`config.mk`:
```
export PLATFORM = sky130hd
export DESIGN_NAME = control_unit
export DESIGN_NICKNAME = d
export VERILOG_FILES = /design/src/rtl/cpu_pkg.sv /design/src/rtl/microcode_rom.sv /design/src/rtl/control_unit.sv
export SDC_FILE = /design/constraint.sdc
export NUM_CORES = 1
export LEC_CHECK = 0
export ABC_AREA = 1
export CAP_MARGIN = 20
export CORE_MARGIN = 2
export CORE_UTILIZATION = 35
export CTS_BUF_LIST = sky130_fd_sc_hd__clkbuf_4
export DETAILED_ROUTE_END_ITERATION = 12
export PLACE_DENSITY = 0.77
export SLEW_MARGIN = 40
export SYNTH_ARGS = -nofsm -noshare
export SYNTH_HDL_FRONTEND = slang
export SYNTH_HIERARCHICAL = 1
export SYNTH_SLANG_ARGS = --single-unit
```
`constraint.sdc`:
```
create_clock -name clk -period 2.51 [get_ports clk]
set_input_delay 0.251 -clock clk [delete_from_list [all_inputs] [get_ports clk]]
set_output_delay 0.251 -clock clk [all_outputs]
set_load 0.02 [all_outputs]
```
`src/rtl/cpu_pkg.sv`:
```
// Shared definitions for the 8-bit CPU: opcodes, T-state encoding and the
// datapath control word driven by the microcode sequencer.
package cpu_pkg;

    typedef enum logic [3:0] {
        OP_NOP = 4'd0,
        OP_LDA = 4'd1,
        OP_ADD = 4'd2,
        OP_SUB = 4'd3,
        OP_STA = 4'd4,
        OP_LDI = 4'd5,
        OP_JMP = 4'd6,
        OP_JC  = 4'd7,
        OP_JZ  = 4'd8,
        OP_OUT = 4'd14,
        OP_HLT = 4'd15
    } opcode_t;

    typedef logic [2:0] step_t;

    localparam step_t T0 = 3'd0;
    localparam step_t T1 = 3'd1;
    localparam step_t T2 = 3'd2;
    localparam step_t T3 = 3'd3;
    localparam step_t T4 = 3'd4;

    typedef struct packed {
        logic hlt;
        logic mi;
        logic ri;
        logic ro;
        logic io;
        logic ii;
        logic ai;
        logic ao;
        logic eo;
        logic su;
        logic bi;
        logic oi;
        logic ce;
        logic co;
        logic j;
        logic fi;
    } ctrl_word_t;

    localparam ctrl_word_t FETCH0    = '{co: 1'b1, mi: 1'b1, default: 1'b0};
    localparam ctrl_word_t FETCH1    = '{ro: 1'b1, ii: 1'b1, ce: 1'b1, default: 1'b0};
    localparam ctrl_word_t HALT_WORD = '{hlt: 1'b1, default: 1'b0};

    // Opcodes that continue past the shared fetch; everything else ends at T1.
    function automatic logic has_execute(input logic [3:0] op);
        return op inside {OP_LDA, OP_ADD, OP_SUB, OP_STA, OP_LDI,
                          OP_JMP, OP_JC, OP_JZ, OP_OUT, OP_HLT};
    endfunction

endpackage

```
`src/rtl/microcode_rom.sv`:
```
// Combinational microcode: (opcode, T-state, flags) -> control word and the
// last-step marker that returns the sequencer to T0.
module microcode_rom
    import cpu_pkg::*;
(
    input  logic [3:0]  i_opcode,
    input  logic [2:0]  i_step,
    input  logic        i_carry,
    input  logic        i_zero,
    output ctrl_word_t  o_ctrl,
    output logic        o_last
);

    always_comb begin
        o_ctrl = '0;
        o_last = 1'b0;
        case (i_step)
            T0: o_ctrl = FETCH0;
            T1: begin
                o_ctrl = FETCH1;
                o_last = !has_execute(i_opcode);
            end
            T2: begin
                case (i_opcode)
                    OP_LDA, OP_ADD, OP_SUB, OP_STA: begin
                        o_ctrl.io = 1'b1;
                        o_ctrl.mi = 1'b1;
                    end
                    OP_LDI: begin
                        o_ctrl.io = 1'b1;
                        o_ctrl.ai = 1'b1;
                        o_last    = 1'b1;
                    end
                    OP_JMP: begin
                        o_ctrl.io = 1'b1;
                        o_ctrl.j  = 1'b1;
                        o_last    = 1'b1;
                    end
                    OP_JC: begin
                        o_ctrl.io = 1'b1;
                        o_ctrl.j  = i_carry;
                        o_last    = 1'b1;
                    end
                    OP_JZ: begin
                        o_ctrl.io = 1'b1;
                        o_ctrl.j  = i_zero;
                        o_last    = 1'b1;
                    end
                    OP_OUT: begin
                        o_ctrl.ao = 1'b1;
                        o_ctrl.oi = 1'b1;
                        o_last    = 1'b1;
                    end
                    // No last bit: the top freezes the counter on hlt instead.
                    OP_HLT: o_ctrl.hlt = 1'b1;
                    default: o_last = 1'b1;
                endcase
            end
            T3: begin
                case (i_opcode)
                    OP_LDA: begin
                        o_ctrl.ro = 1'b1;
                        o_ctrl.ai = 1'b1;
                        o_last    = 1'b1;
                    end
                    OP_ADD, OP_SUB: begin
                        o_ctrl.ro = 1'b1;
                        o_ctrl.bi = 1'b1;
                    end
                    OP_STA: begin
                        o_ctrl.ao = 1'b1;
                        o_ctrl.ri = 1'b1;
                        o_last    = 1'b1;
                    end
                    default: o_last = 1'b1;
                endcase
            end
            T4: begin
                o_last = 1'b1;
                if (i_opcode == OP_ADD || i_opcode == OP_SUB) begin
                    o_ctrl.eo = 1'b1;
                    o_ctrl.ai = 1'b1;
                    o_ctrl.fi = 1'b1;
                    o_ctrl.su = (i_opcode == OP_SUB);
                end
            end
            default: o_last = 1'b1;
        endcase
    end

endmodule

```
`src/rtl/control_unit.sv`:
```
// Microcode sequencer top: T-state counter, halted flag and reset gating
// around the combinational microcode ROM.
module control_unit
    import cpu_pkg::*;
(
    input  logic       clk,
    input  logic       rst,
    input  logic [3:0] opcode,
    input  logic       carry,
    input  logic       zero,
    output logic [2:0] step,
    output logic       hlt,
    output logic       mi,
    output logic       ri,
    output logic       ro,
    output logic       io,
    output logic       ii,
    output logic       ai,
    output logic       ao,
    output logic       eo,
    output logic       su,
    output logic       bi,
    output logic       oi,
    output logic       ce,
    output logic       co,
    output logic       j,
    output logic       fi
);

    step_t      r_step;
    logic       r_halted;
    ctrl_word_t w_rom_ctrl;
    logic       w_last;
    ctrl_word_t w_ctrl;

    microcode_rom u_rom (
        .i_opcode (opcode),
        .i_step   (r_step),
        .i_carry  (carry),
        .i_zero   (zero),
        .o_ctrl   (w_rom_ctrl),
        .o_last   (w_last)
    );

    always_ff @(posedge clk) begin
        if (rst) begin
            r_step   <= T0;
            r_halted <= 1'b0;
        end else if (r_halted) begin
            r_step   <= r_step;
        end else if (w_rom_ctrl.hlt) begin
            // Counter stays at T2 for the whole halt.
            r_halted <= 1'b1;
        end else if (w_last) begin
            r_step   <= T0;
        end else begin
            r_step   <= r_step + 3'd1;
        end
    end

    always_comb begin
        w_ctrl = w_rom_ctrl;
        if (rst) begin
            w_ctrl = '0;
        end else if (r_halted) begin
            w_ctrl = HALT_WORD;
        end
    end

    assign step = r_step;
    assign hlt  = w_ctrl.hlt;
    assign mi   = w_ctrl.mi;
    assign ri   = w_ctrl.ri;
    assign ro   = w_ctrl.ro;
    assign io   = w_ctrl.io;
    assign ii   = w_ctrl.ii;
    assign ai   = w_ctrl.ai;
    assign ao   = w_ctrl.ao;
    assign eo   = w_ctrl.eo;
    assign su   = w_ctrl.su;
    assign bi   = w_ctrl.bi;
    assign oi   = w_ctrl.oi;
    assign ce   = w_ctrl.ce;
    assign co   = w_ctrl.co;
    assign j    = w_ctrl.j;
    assign fi   = w_ctrl.fi;

endmodule

```
==> results.txt, run 1 <==
The count of nets after finishing is 163. The post-synthesis sequential area ratio is 0.123. The worst clock skew is around 1.8 ps. The net switching power figure came out at between 0.3 and 0.4 mW.

The antenna cell count is 0. The final-layout setup total negative slack is 0 ps. VDD sags by at most ~0.53 mV. Of the total power, the clock network draws 0.122. The initialized floorplan defines 15 standard-cell rows. Static timing analysis puts the maximum clock frequency at approximately 430 MHz. The TritonCTS buffer count is 3. The shortest clock period the worst path allows after layout is around 2300 ps. The post-detailed-routing wire length is 1.67 mm. Once placement completed, the tool counted placed cells totaling between 150 and 200. The setup path with the least slack is of type in -> out. The run finished with clean final reports. TritonCTS built the clock tree. The buffer type at the clock tree root is sky130_fd_sc_hd__clkbuf_4. The overall die height is 47.1 um. The maximum number of pins on one net before global-route repair came out at 18. The number of max-cap violations came out at 0. Clock-pin slew was measured on the worst setup and hold paths at ~40 ps. For this run, design rule violations remaining after detail routing come to 0. The detailed-route via count came out at 825. The warning count from the yosys run came out at 6. The number of hold violations in the final report came out at 0.

The share of total power dissipated in sequential elements is 0.200. In the finished design, the share of the clock period the worst path needs comes to 0.921. The final estimated routing congestion in global placement is a little over 0.8. The clock net sink count came out at 4.

Compared with the post-synthesis result, the final layout area differs by 44.4%. Leaving out fill and tap cells, the most frequent cells in the layout are sky130_fd_sc_hd__nand2_1 (37), sky130_fd_sc_hd__nor2_1 (33), sky130_fd_sc_hd__clkdlybuf4s50_1 (22). The number of input and output port buffers inserted came out at 26. The areal power density over the cells is ~700 nW/um2. The aggregate global-route resource usage came out at 0.173. Setup repair after global routing left no endpoint under its margin.

Yosys mapped the design onto 19 distinct sky130hd cell types. The number of DRC markers in iteration 0 is 14. STA puts the critical path data required time at 2260 ps. The part of the power in combinational logic is 0.678.

The number of setup violations in the final report is 0. The number of nets still failing antenna checks after routing came out at 0. From left edge to right edge, the die measures approximately 47 um.

Cell internal power was estimated by the tool at between 0.3 and 0.4 mW. The number of antenna violations at the first check in global routing came out at 0. The leakage power of the design is 0.507 nW.

The mean cell area of the mapped netlist is between 5 and 6 um2. The number of standard cells in the layout, taps in and fillers out is roughly 180. The starting density of the core is 0.373. The buffer depth of the longest clock path is 2. The total congestion overflow after global routing is 0. Synthesis produced a netlist with a net count of around 140.

The fraction of final layout cells with drive strength greater than 1 is 0.112. The area of the core region is about 1700 um2. The switching share of power is 0.497.

The arrival time reported for the critical path endpoint came out at between 2000 and 2500 ps. 27 I/O pins were placed. The number of filler cells placed in the layout is 189. The path class of the tightest hold or removal check is reg -> reg. Synthesis inferred 4 register bits.

The count of buffers added by post-CTS timing repair for setup is 0. STA classifies the critical path endpoint as an output pin. For the pin with the worst max-slew slack, the measured transition is roughly 650 ps. In this run the tightest slew margin relative to its limit is 0.568. The average wire per cell in the routed design came out at between 9 and 10 um. The worst setup path is launched from an input pin.

The via count of the first global-routing pass is roughly 710. In this run the worst path has a maximum fanout of 7. Leaving out fill and tap cells, the most frequent cell in the layout is sky130_fd_sc_hd__nand2_1. CTS built an H-tree with a depth of 1. The cell count after synthesis is roughly 130.

The insertion delay to the later sink of the worst-skew pair is ~230 ps. The post-synthesis instance area came out at roughly 650 um2. The detailed placement HPWL came out at approximately 1.3 mm. The wire length of the first global-routing pass is about 2.8 mm. After detailed routing, the number of vias per cell comes to around 4.7. For this run, the detailed router's first-pass iteration total came to 4.

The total die area came out at between 2000 and 2500 um2. The number of max-slew violations in the final report was 0.
-- power by group through the flow --
stage               Combinational, mW  Clock, mW  Sequential (mW)
floorplan                       0.278          0            0.142
global placement                0.434          0            0.131
detailed placement              0.445          0            0.131
CTS                             0.449     0.0807            0.130
global route                    0.498     0.0876            0.139
finish                          0.442     0.0797            0.130
-- cells by family (layout without fill, tap and decap cells) --
logic type / count (synthesis) / in the layout / synth area share
and+or+nand+nor: 91 / 91 / 0.612
buffers and inverters: 23 / 48 / 0.169
AOI/OAI and AO/OA: 8 / 8 / 0.0769
DFF: 4 / 4 / 0.123
adders and majority gates: 1 / 1 / 0.0192
-- layer usage --
metal  GRT usage  vias to the layer above  part of all wire
li1            -                      436                 -
met2       0.342                       26              0.53
met4      0.0556                        0            0.0078
met5           0                        -                 0
met3      0.0231                        2             0.044
met1       0.186                      361              0.42
-- final timing paths --
kind,start,to,slack [ps],cells past startpoint
hold reg to reg,step[0],step[0],590,2
setup / recovery,opcode[3],ri,200,9
hold / removal,step[0],step[0],590,2
setup reg to reg,step[2],step[2],1050,8
-- cell usage after synthesis --
cell type	number	area share
sky130_fd_sc_hd__a21oi_1	5	0.038
sky130_fd_sc_hd__buf_2	1	0.0077
sky130_fd_sc_hd__buf_4	2	0.023
sky130_fd_sc_hd__buf_6	2	0.035
sky130_fd_sc_hd__dfxtp_1	4	0.12
sky130_fd_sc_hd__ha_1	1	0.019
sky130_fd_sc_hd__inv_1	16	0.092
sky130_fd_sc_hd__inv_2	2	0.012
sky130_fd_sc_hd__nand2_1	37	0.21
sky130_fd_sc_hd__nand2_2	2	0.019
sky130_fd_sc_hd__nand3_1	6	0.046
sky130_fd_sc_hd__nand4_1	3	0.029
sky130_fd_sc_hd__nor2_1	33	0.19
sky130_fd_sc_hd__nor2_2	7	0.067
sky130_fd_sc_hd__nor2_8	1	0.031
sky130_fd_sc_hd__nor3_1	2	0.015
sky130_fd_sc_hd__o21ai_0	1	0.0077
sky130_fd_sc_hd__o21bai_1	1	0.012
sky130_fd_sc_hd__o22ai_2	1	0.019
-- cell type report --
type	instances	area, um2	share of cell area
tap	25	31.3	0.0333
sequential	4	80.1	0.0852
timing repair buffer	27	278	0.296
clock buffer	3	22.5	0.0240
multi-input combinational	100	460	0.490
inverter	18	67.6	0.0719
-- what timing repair did --
action                     4_1_cts  5_1_grt
setup endpoints to repair        0        4
hold buffers                     0        0
resized for setup                0        4
-- state kept, by name, indices dropped and copies added, names as in the netlist --
| register | flops |
|---|---|
| step | 3 |
| r_halted | 1 |
-- critical path, cell delays in order --
cell                              delay, ps
sky130_fd_sc_hd__clkdlybuf4s50_1        510
sky130_fd_sc_hd__inv_1                  120
sky130_fd_sc_hd__nand2_1                100
sky130_fd_sc_hd__nor2_2                 160
sky130_fd_sc_hd__inv_1                   80
sky130_fd_sc_hd__nor2_1                  80
sky130_fd_sc_hd__nand2_1                 50
sky130_fd_sc_hd__nor2_1                  80
sky130_fd_sc_hd__clkdlybuf4s50_1        620
-- stage by stage --
step / cell area [um2] / hold WS (ps) / setup WS, ps / util / power (mW)
after floorplan: 651 / 320 / 731 / - / 0.420
after global placement: 907 / 566 / 171 / 0.520 / 0.565
after detailed placement: 907 / 567 / 127 / 0.520 / 0.576
after CTS: 930 / 596 / 121 / 0.533 / 0.660
after global routing: 940 / 640 / 65.2 / 0.538 / 0.725
final: 940 / 589 / 198 / 0.538 / 0.651
Note: power is estimated with default switching activity, not from simulation.
==> run 2: changes to the inputs <==
- GPL_ROUTABILITY_DRIVEN: default -> 0
- clock period: 2.51 -> 3 ns (I/O delays scaled with it)
==> run 2 against run 1 <==
  * Setup slack improved by 320 ps
  * Non-clock buffer count is the same
  * Sequential power fell by 15%
  * Wire length decreased by 7.8%
  * Clock skew fell by 1.6 ps
  * Critical path depth down 2
  * Power is 17% lower
  * Global-route usage down 1.5 points
  * Clock power is 19% lower
  * First-iteration DRC count decreased by 29%
  * Sequential share of layout area rose by 0.092 points
  * Critical endpoint is now hlt
  * Largest cell class unchanged
==> results.txt, run 2 (synthesized netlist as in run 1, its figures left out) <==
The number of buffers added to fix hold violations after cts came to 0 (unchanged). The arrival time reported for the critical path endpoint is 2180 ps (+120 ps). The number of input and output port buffers inserted came out at 26 (unchanged). The antenna cell count is 0 (unchanged). In this run the most used layer during global routing was met2. The CTS tree is yes.

The data required time at the worst endpoint was 2700 ps (+440 ps). The areal power density over the cells came out at 581 nW/um2 (-16%). The final-layout setup total negative slack is 0 ps (unchanged). The number of resized instances in the post-cts repair step was 0 (unchanged). STA classifies the critical path startpoint as an input pin. The number of setup violations in the final report is 0 (unchanged). The die outline width came to 47.1 um (unchanged). In the layout the commonest cells are sky130_fd_sc_hd__nand2_1 (37), sky130_fd_sc_hd__nor2_1 (33), sky130_fd_sc_hd__clkdlybuf4s50_1 (26). The worst IR drop on VDD was 0.452 mV (-14%). The per-cell via count in the routed design was 4.55 (-2.3%). The detailed-route via count came to 806 (-2.3%). The number of nets still failing antenna checks after routing came out at 0 (unchanged). The total congestion overflow after global routing is 0 (unchanged).

Setup repair after global routing left no endpoint under its margin. The detailed-router iteration count before antenna repair came out at 4 (unchanged). The worst setup path is captured at an output pin. The clock power share is 0.120 (-0.002). The worst clock skew is 0.222 ps (-1.60 ps). The overall die height is 47.1 um (unchanged). The number of DRC markers in iteration 0 came out at 10 (-4). The met2 usage is 0.310 (-0.0329).

The highest net fanout along the worst path came to 7 (unchanged). The fraction of final layout cells with drive strength greater than 1 is 0.112 (unchanged). The maximum clock frequency is 403 MHz. The maximum number of pins on one net before global-route repair is 18 (unchanged). The average wire per cell in the routed design came to 8.72 um (-7.8%). The part of the power in combinational logic is 0.677 (about the same). The synthesis-to-finish area growth is 42.9%. The number of max-cap violations came out at 0 (unchanged). The buffer depth of the longest clock path came out at 2 (unchanged).

The number of hold violations in the final report is 0 (unchanged). The internal cell power is 0.275 mW (-16%). The total I/O pin count came out at 27 (unchanged). The total die area was 2220 um2 (unchanged). The number of antenna violations at the first check in global routing came to 0 (unchanged). The buffer type at the clock tree root is sky130_fd_sc_hd__clkbuf_4. The utilization after layout is 0.533 (-0.00574).

The insertion delay to the later sink of the worst-skew pair is 230 ps (about the same). Leaving out fill and tap cells, the most frequent cell in the layout is sky130_fd_sc_hd__nand2_1. The share of total power in sequential cells came to 0.203 (+0.003). The remaining design rule violation count was 0 (unchanged). The number of max-slew violations in the final report is 0 (unchanged).

The clock transition time at the flip-flop clock pins of the worst setup and hold paths is 40 ps (about the same). The met1 demand-to-capacity share in global routing is 0.177 (-0.00917). The critical path is of the in -> out type.

The share of the clock period used by the worst path after layout is 0.827. The count of buffers added by post-CTS timing repair for setup came to 0 (unchanged). The post-detailed-routing wire length came out at 1.54 mm (-7.8%).

The worst setup slack for register-to-register paths was 1530 ps (+480 ps). The flip-flop count of the largest register, all copies and words added is 3 (unchanged). The area of the core region came out at 1750 um2 (unchanged). The minimum hold slack came out at 576 ps (-12.5 ps). The count of nets after finishing came out at 163 (unchanged). The starting density of the core came out at 0.373 (unchanged). The routing usage on met3 is 0.0154 (-0.00769).

The number of rows in the core area was 15 (unchanged). The actual transition at the worst max-transition pin is 644 ps (-4.06 ps). The flow ran to the end, and the final reports show no timing, DRC or antenna violations. The via count of the first global-routing pass came out at 653 (-7.5%). The net switching power figure is 0.265 mW (-18%). The TritonCTS buffer count is 3 (unchanged). The worst relative slew slack is 0.570 (+0.00271). The shortest clock period the worst path allows after layout is 2480 ps. The wire length of the first global-routing pass was 2.56 mm (-8.2%). The switching share of power is 0.491 (-0.00632). The H-tree depth came out at 1 (unchanged).

The leakage power of the design was 0.438 nW (-14%). The aggregate global-route resource usage was 0.158 (-0.0148). The clock net sink count came out at 4 (unchanged). The detailed placement HPWL was 1.23 mm (-5.9%). The min-delay analysis places its worst path in the category reg -> reg.
## run 2: cell types whose count changed in the layout (fill, tap and decap cells not counted)
cell / delta
sky130_fd_sc_hd__clkdlybuf4s50_1: +4
sky130_fd_sc_hd__dlymetal6s2s_1: -4
## run 2: critical path, cell delays in order
cell                              delay (ps)
sky130_fd_sc_hd__clkdlybuf4s50_1         620
sky130_fd_sc_hd__nand2_1                 110
sky130_fd_sc_hd__nor3_1                  200
sky130_fd_sc_hd__buf_4                   170
sky130_fd_sc_hd__nor2_8                   40
sky130_fd_sc_hd__nor2_2                  120
sky130_fd_sc_hd__clkdlybuf4s50_1         610
## run 2: cell type report
type / count / area [um2]
flip-flops and latches: 4 / 80.1
multi-input cells: 100 / 460
clock buffers: 3 / 22.5
inverters: 18 / 67.6
repair buffers: 27 / 268
well taps: 25 / 31.3
fillers: 193 / 816
## run 2: worst paths after layout
| check | depth (start not counted) | to | from |
|---|---|---|---|
| setup reg to reg | 8 | step[1] | step[2] |
| hold reg to reg | 2 | step[0] | step[0] |
| hold / removal | 2 | step[0] | step[0] |
| setup / recovery | 7 | hlt | opcode[1] |
## run 2: stage by stage
step	std cells	cell area (um2)	power [mW]	setup slack, ps
after floorplan	127	651	0.352	1170
after global placement	174	907	0.473	562
after detailed placement	174	907	0.477	520
after CTS	177	930	0.546	507
after global routing	177	930	0.598	370
final	177	930	0.540	520
## run 2: routing by layer
metal / vias to the layer above / part of all wire
met4: 0 / 0
met1: 350 / 0.45
li1: 438 / -
met2: 18 / 0.52
met5: - / 0
met3: 0 / 0.030
## run 2: power by group through the flow
stage | registers (mW) | clock network, mW | logic, mW
after floorplan | 0.119 | 0 | 0.233
after global placement | 0.110 | 0 | 0.363
after detailed placement | 0.110 | 0 | 0.367
after CTS | 0.110 | 0.0677 | 0.368
after global routing | 0.117 | 0.0728 | 0.408
final | 0.110 | 0.0646 | 0.366
==> run 3: changes to the inputs <==
- clock period: 3 -> 2.5 ns (I/O delays scaled with it)
==> results of run 3 <==
The final DEF is identical to that of run 1. Status: completed.
Main changes from that run: setup slack after placement 127 ps -> 119 ps; setup slack after layout 198 ps -> 190 ps; register-to-register setup slack 1050 ps -> 1040 ps; total power 0.651 mW -> 0.654 mW; worst IR drop on VDD 0.528 mV -> 0.530 mV
